===== config.mk =====
export PLATFORM = sky130hd
export DESIGN_NAME = instr_fetch_unit
export DESIGN_NICKNAME = d
export VERILOG_FILES = /design/src/rtl/instr_fetch_unit.sv
export SDC_FILE = /design/constraint.sdc
export NUM_CORES = 1
export LEC_CHECK = 0
export ABC_AREA = 1
export ABC_CLOCK_PERIOD_IN_PS = 1600
export BUFFER_PORTS_ARGS = -buffer_cell sky130_fd_sc_hd__buf_2
export CAP_MARGIN = 25
export CORE_AREA = 2 2 156 82
export DETAILED_ROUTE_END_ITERATION = 16
export DIE_AREA = 0 0 158 84
export PLACE_DENSITY = 0.81
export SLEW_MARGIN = 20
export SYNTH_ARGS = -nofsm -noshare
export SYNTH_HDL_FRONTEND = slang
export SYNTH_SLANG_ARGS = --single-unit

===== constraint.sdc =====
create_clock -name clk_i -period 1.6 [get_ports clk_i]
set_clock_uncertainty 0.05 [all_clocks]
set_input_delay 0.24 -clock clk_i [delete_from_list [all_inputs] [get_ports clk_i]]
set_output_delay 0.24 -clock clk_i [all_outputs]
set_load 0.05 [all_outputs]

===== src/rtl/instr_fetch_unit.sv =====
// Instruction fetch stage: PC, imem req/ack reads, valid/ready hand-off to decode, redirect with wrong-path drop.
// Optional macro FETCH_ALIGN_CHECK_EN enables the sticky misaligned-redirect flag on misalign_o.
module instr_fetch_unit #(
  parameter logic [31:0] RESET_PC = 32'h0000_0000
) (
  input  logic        clk_i,
  input  logic        rst_i,
  output logic        imem_req_o,
  output logic [31:0] imem_addr_o,
  input  logic        imem_ack_i,
  input  logic [31:0] imem_data_i,
  output logic        instr_valid_o,
  input  logic        instr_ready_i,
  output logic [31:0] instr_o,
  output logic [31:0] pc_o,
  output logic [31:0] pc_plus4_o,
  input  logic        redirect_i,
  input  logic [31:0] redirect_pc_i,
  output logic        misalign_o,
  output logic [1:0]  dbg_state_o  // 0 = FETCH, 1 = HOLD, 2 = DROP
);

  // Handshakes: a memory read completes in any cycle where imem_req_o and
  // imem_ack_i are both high; decode takes the instruction in any cycle where
  // instr_valid_o and instr_ready_i are both high. Neither valid line waits on
  // its ready, and redirect_i overrides every other event in the same cycle.

  typedef enum logic [1:0] {
    S_FETCH = 2'd0,
    S_HOLD  = 2'd1,
    S_DROP  = 2'd2
  } state_t;

  state_t      r_state;
  state_t      w_state_nxt;
  logic [31:0] r_pc;
  logic [31:0] w_pc_nxt;
  logic        w_capture;
  logic        r_valid;
  logic [31:0] r_instr;
  logic [31:0] r_pc_out;
  logic [31:0] w_redirect_pc;

  assign w_redirect_pc = redirect_pc_i & 32'hFFFF_FFFC;

  always_comb begin
    w_state_nxt = r_state;
    w_pc_nxt    = r_pc;
    w_capture   = 1'b0;
    case (r_state)
      S_FETCH: begin
        if (redirect_i) begin
          w_pc_nxt    = w_redirect_pc;
          w_state_nxt = imem_ack_i ? S_FETCH : S_DROP;
        end else if (imem_ack_i) begin
          w_capture   = 1'b1;
          w_state_nxt = S_HOLD;
        end
      end
      S_HOLD: begin
        // A redirect wins over PC+4 even when decode consumes this cycle.
        if (redirect_i) begin
          w_pc_nxt    = w_redirect_pc;
          w_state_nxt = S_FETCH;
        end else if (instr_ready_i) begin
          w_pc_nxt    = r_pc + 32'd4;
          w_state_nxt = S_FETCH;
        end
      end
      S_DROP: begin
        if (redirect_i) begin
          w_pc_nxt    = w_redirect_pc;
          w_state_nxt = imem_ack_i ? S_FETCH : S_DROP;
        end else if (imem_ack_i) begin
          w_state_nxt = S_FETCH;
        end
      end
      default: begin
        w_state_nxt = S_FETCH;
      end
    endcase
  end

  always_ff @(posedge clk_i) begin
    if (!rst_i) begin
      r_state  <= S_FETCH;
      r_pc     <= RESET_PC;
      r_valid  <= 1'b0;
      r_instr  <= 32'd0;
      r_pc_out <= RESET_PC;
    end else begin
      r_state <= w_state_nxt;
      r_pc    <= w_pc_nxt;
      r_valid <= (w_state_nxt == S_HOLD);
      if (w_capture) begin
        r_instr  <= imem_data_i;
        r_pc_out <= r_pc;
      end
    end
  end

`ifdef FETCH_ALIGN_CHECK_EN
  logic r_misalign;

  always_ff @(posedge clk_i) begin
    if (!rst_i) begin
      r_misalign <= 1'b0;
    end else if (redirect_i && (redirect_pc_i[1:0] != 2'b00)) begin
      r_misalign <= 1'b1;
    end
  end

  assign misalign_o = r_misalign;
`else
  assign misalign_o = 1'b0;
`endif

  // The request is gated by reset so an in-flight read is abandoned at once.
  assign imem_req_o    = rst_i && ((r_state == S_FETCH) || (r_state == S_DROP));
  assign imem_addr_o   = r_pc;
  assign instr_valid_o = r_valid;
  assign instr_o       = r_instr;
  assign pc_o          = r_pc_out;
  assign pc_plus4_o    = r_pc_out + 32'd4;
  assign dbg_state_o   = r_state;

endmodule


==> flow_metrics.py <==
metrics = {
    "power_and_ir_drop": {
        "p_seq_share_pct": 38.6,
        "powerDensity_nw_per_um2": 780.6,
        "pwr-share-clk_pct": 29.2,
        "p_sw_w": 0.002723,
        "p_int_w": 0.004339,
        "power_leakage_nw": 4.076,
        "total_power_w": 0.007063,
        "combPwrFrac_pct": 32.2,
        "ir_drop_v": 0.0006642,
        "swShare_pct": 38.56,
    },
    "placed_design": {
        "place.gp.congestion": 0.9612,
        "dp_cells": 1255,
        "hpwlAfterDp_um": 15340,
        "port_buffers": 192,
    },
    "die": {
        "rows": 29,
        "die_h_um": 84,
        "die_x_um": 158,
        "dieArea_um2": 13270,
        "initial_utilization_pct": 43.34,
        "coreArea_um2": 12120,
        "io_pins": 202,
    },
    "worst_hold_path": {
        "hold_path_class": "input port to flop",
        "hold_depth": 2,
        "holdPathEnd": "dbg_state_o[1]$_SDFF_PN0_",
        "hold_path.startpoint": "imem_ack_i",
    },
    "route": {
        "routed_wirelength_um": 22950,
        "ant_nets": 0,
        "drt-vias-per-instance": 5.453,
        "drt_first_pass_iters": 6,
        "vias": 7083,
        "drt_drc_violations_left": 0,
        "drtIter0Drc": 653,
        "wl_per_cell_um": 17.67,
    },
    "logic_synthesis": {
        "ys_seq_area_share_pct": 36.21,
        "synth-edff-count": 0,
        "synth-async-reset-ratio_pct": 0,
        "yosysWarningCount": 0,
        "synth_cells": 819,
        "netlist_area_um2": 5253,
        "avgSynthCellArea_um2": 6.413,
        "ys_types": 34,
        "synthFlopType": "dfxtp_1",
        "ys_ff_latch": 95,
    },
    "layout": {
        "multi_input_area_um2": 3902,
        "stdcell_count": 1299,
        "area_growth_pct": 72.25,
        "final_cell_mix": "buf_2, nand2_1, nor2_1",
        "antenna_cells": 0,
        "nNetsFinal": 1195,
        "fillers": 901,
        "regArea_um2": 2058,
        "post-route-util_pct": 74.65,
        "final_common_cell": "buf_2",
        "drive_gt1_share_pct": 47.39,
    },
    "run": {
        "drv_cap": 0,
    },
    "clock_network": {
        "clock_path_buffers": 2,
        "cts_buffers": 9,
        "clk_pin_slew_worst_paths_ns": 0.07,
        "cts_htree_levels": 3,
        "clock_latency_ns": 0.34,
        "cts-root-buf": "clkbuf_16",
        "cts_tree": "done",
        "clock-sinks": 95,
    },
    "critical_path": {
        "worstPathRequired_ns": 1.31,
        "crit_path_start": "pc_o[9]$_SDFFE_PN0P_",
        "rr_endpoint": "imem_addr_o[21]$_SDFFE_PN0P_",
        "cp_max_fo": 4,
        "arrival_ns": 2.00,
        "start_kind": "flop",
        "crit_path_end_kind": "output pin",
        "reg2reg_depth": 8,
        "critical_path_class": "flop to output pin",
        "r2r_slack_ns": -0.06,
        "r2r-start": "imem_addr_o[4]$_SDFFE_PN0P_",
    },
    "timing": {
        "rsz0062_at_grt": "true",
        "setup_viol": 33,
        "period_needed_ns": 2.290,
        "hold_viol": 0,
        "fin_crit_sh_pct": 143.1,
        "fmax_mhz": 436.7,
        "report.final.slew_viol_count": 0,
        "fin_ws_ns": -0.6898,
    },
    "grt": {
        "grt_max_degree": 42,
        "grt_first_pass_wirelength_um": 33220,
        "first_global_vias": 6505,
        "antenna_found_initial": 0,
        "grt_overflow": 0,
        "grt_usage_pct": 32.06,
    },
    "status": {
        "violations": "negative setup slack",
        "status": "finished, violations left",
    },
}
[stage by stage]
stage,hold WS [ns],instance area (um^2),setup slack (ns),TNS [ns]
after floorplan,0.2610,5969,-0.4479,-7.215
after global routing,0.09423,9047,-0.7575,-17.42
after CTS,0.03829,8597,-0.5659,-12.12
final,0.06553,9047,-0.6898,-15.55
after global placement,0.3957,7812,-0.3823,-5.090
after detailed placement,0.4024,7812,-0.3780,-5.894
[sequential cells by signal, indices dropped and copies added (netlist names)]
| name | flops |
|---|---|
| dbg_state_o | 2 |
| imem_addr_o | 30 |
| instr_o | 32 |
| instr_valid_o | 1 |
| pc_o | 30 |
[repair_timing]
action | 4_1_cts | 5_1_grt
pin swaps | 34 | 42
setup buffers | 16 | 17
hold buffers | 0 | 0
endpoints found under the setup margin | 31 | 53
resized for setup | 107 | 90
endpoints found under the hold margin | 0 | 0
[Yosys cell counts (all sizes together) (2+ instances only)]
library cell	instances	area (um^2)
o211ai	2	15.01
o21ai	81	405.4
clkbuf	13	48.80
xor2	19	166.4
nand2	185	699.4
nand4	12	75.07
ha	2	25.02
nor2	178	710.7
dfxtp	95	1902
o22ai	2	26.28
nor3	20	116.4
buf	27	155.1
a21oi	53	265.3
nor4	4	25.02
xnor2	10	87.58
a31oi	2	12.51
inv	64	240.2
nand3	44	230.2
[power groups by stage]
stage	combinational (W)	clock, W	sequential, W
after floorplan	0.000778	0	0.00335
after global placement	0.00201	0	0.00275
after detailed placement	0.00203	0	0.00276
after CTS	0.00215	0.00206	0.00271
after global routing	0.00240	0.00217	0.00274
final	0.00227	0.00206	0.00272
[per-layer routing]
| layer | vias to the layer above | share of wire (%) | track usage, % | wire length (um) |
|---|---|---|---|---|
| li1 | 3232 | - | - | - |
| met4 | 0 | 4.8 | 11.79 | 1099 |
| met1 | 3238 | 39 | 42.65 | 9061 |
| met5 | - | 0 | 0 | 0 |
| met2 | 509 | 43 | 48.81 | 9981 |
| met3 | 104 | 12 | 9.969 | 2806 |
[worst max-delay path: stages, from the launching register on]
cell     delay (ns)
dfxtp_4        0.39
nand2_1        0.17
nor2_2         0.19
nand4_1        0.13
buf_4          0.18
nor3_2         0.11
buf_4          0.16
xor2_4         0.15
buf_6          0.17
[worst max-delay path by stage]
stage                endpoint  slack, ns  depth (start not counted)
4_1_cts        pc_plus4_o[27]      -0.57                          7
3_5_place_dp   pc_plus4_o[25]      -0.38                          6
2_1_floorplan  pc_plus4_o[20]      -0.45                          8
3_3_place_gp   pc_plus4_o[25]      -0.38                          6
5_1_grt        pc_plus4_o[27]      -0.76                          8
6_report       pc_plus4_o[27]      -0.69                          8
[kinds of logic after synthesis]
logic type,after synthesis,synth area share (%)
adders and majority gates,2,0.4763
AOI/OAI and AO/OA,143,14.36
and+or+nand+nor,445,35.59
xor gates and xnor gates,29,4.836
DFF,95,36.21
other,1,0.07139
buffers and inverters,104,8.456
[area by class of cell]
| type | instances | share of cell area, % |
|---|---|---|
| Multi-Input combinational cell | 626 | 43.13 |
| Timing Repair Buffer | 328 | 25.87 |
| Sequential cell | 95 | 22.75 |
| Inverter | 64 | 2.835 |
| Clock buffer | 11 | 2.572 |
| Tap cell | 170 | 2.351 |
| Clock inverter | 5 | 0.4840 |
No activity file was read; power rests on OpenSTA's default activity.
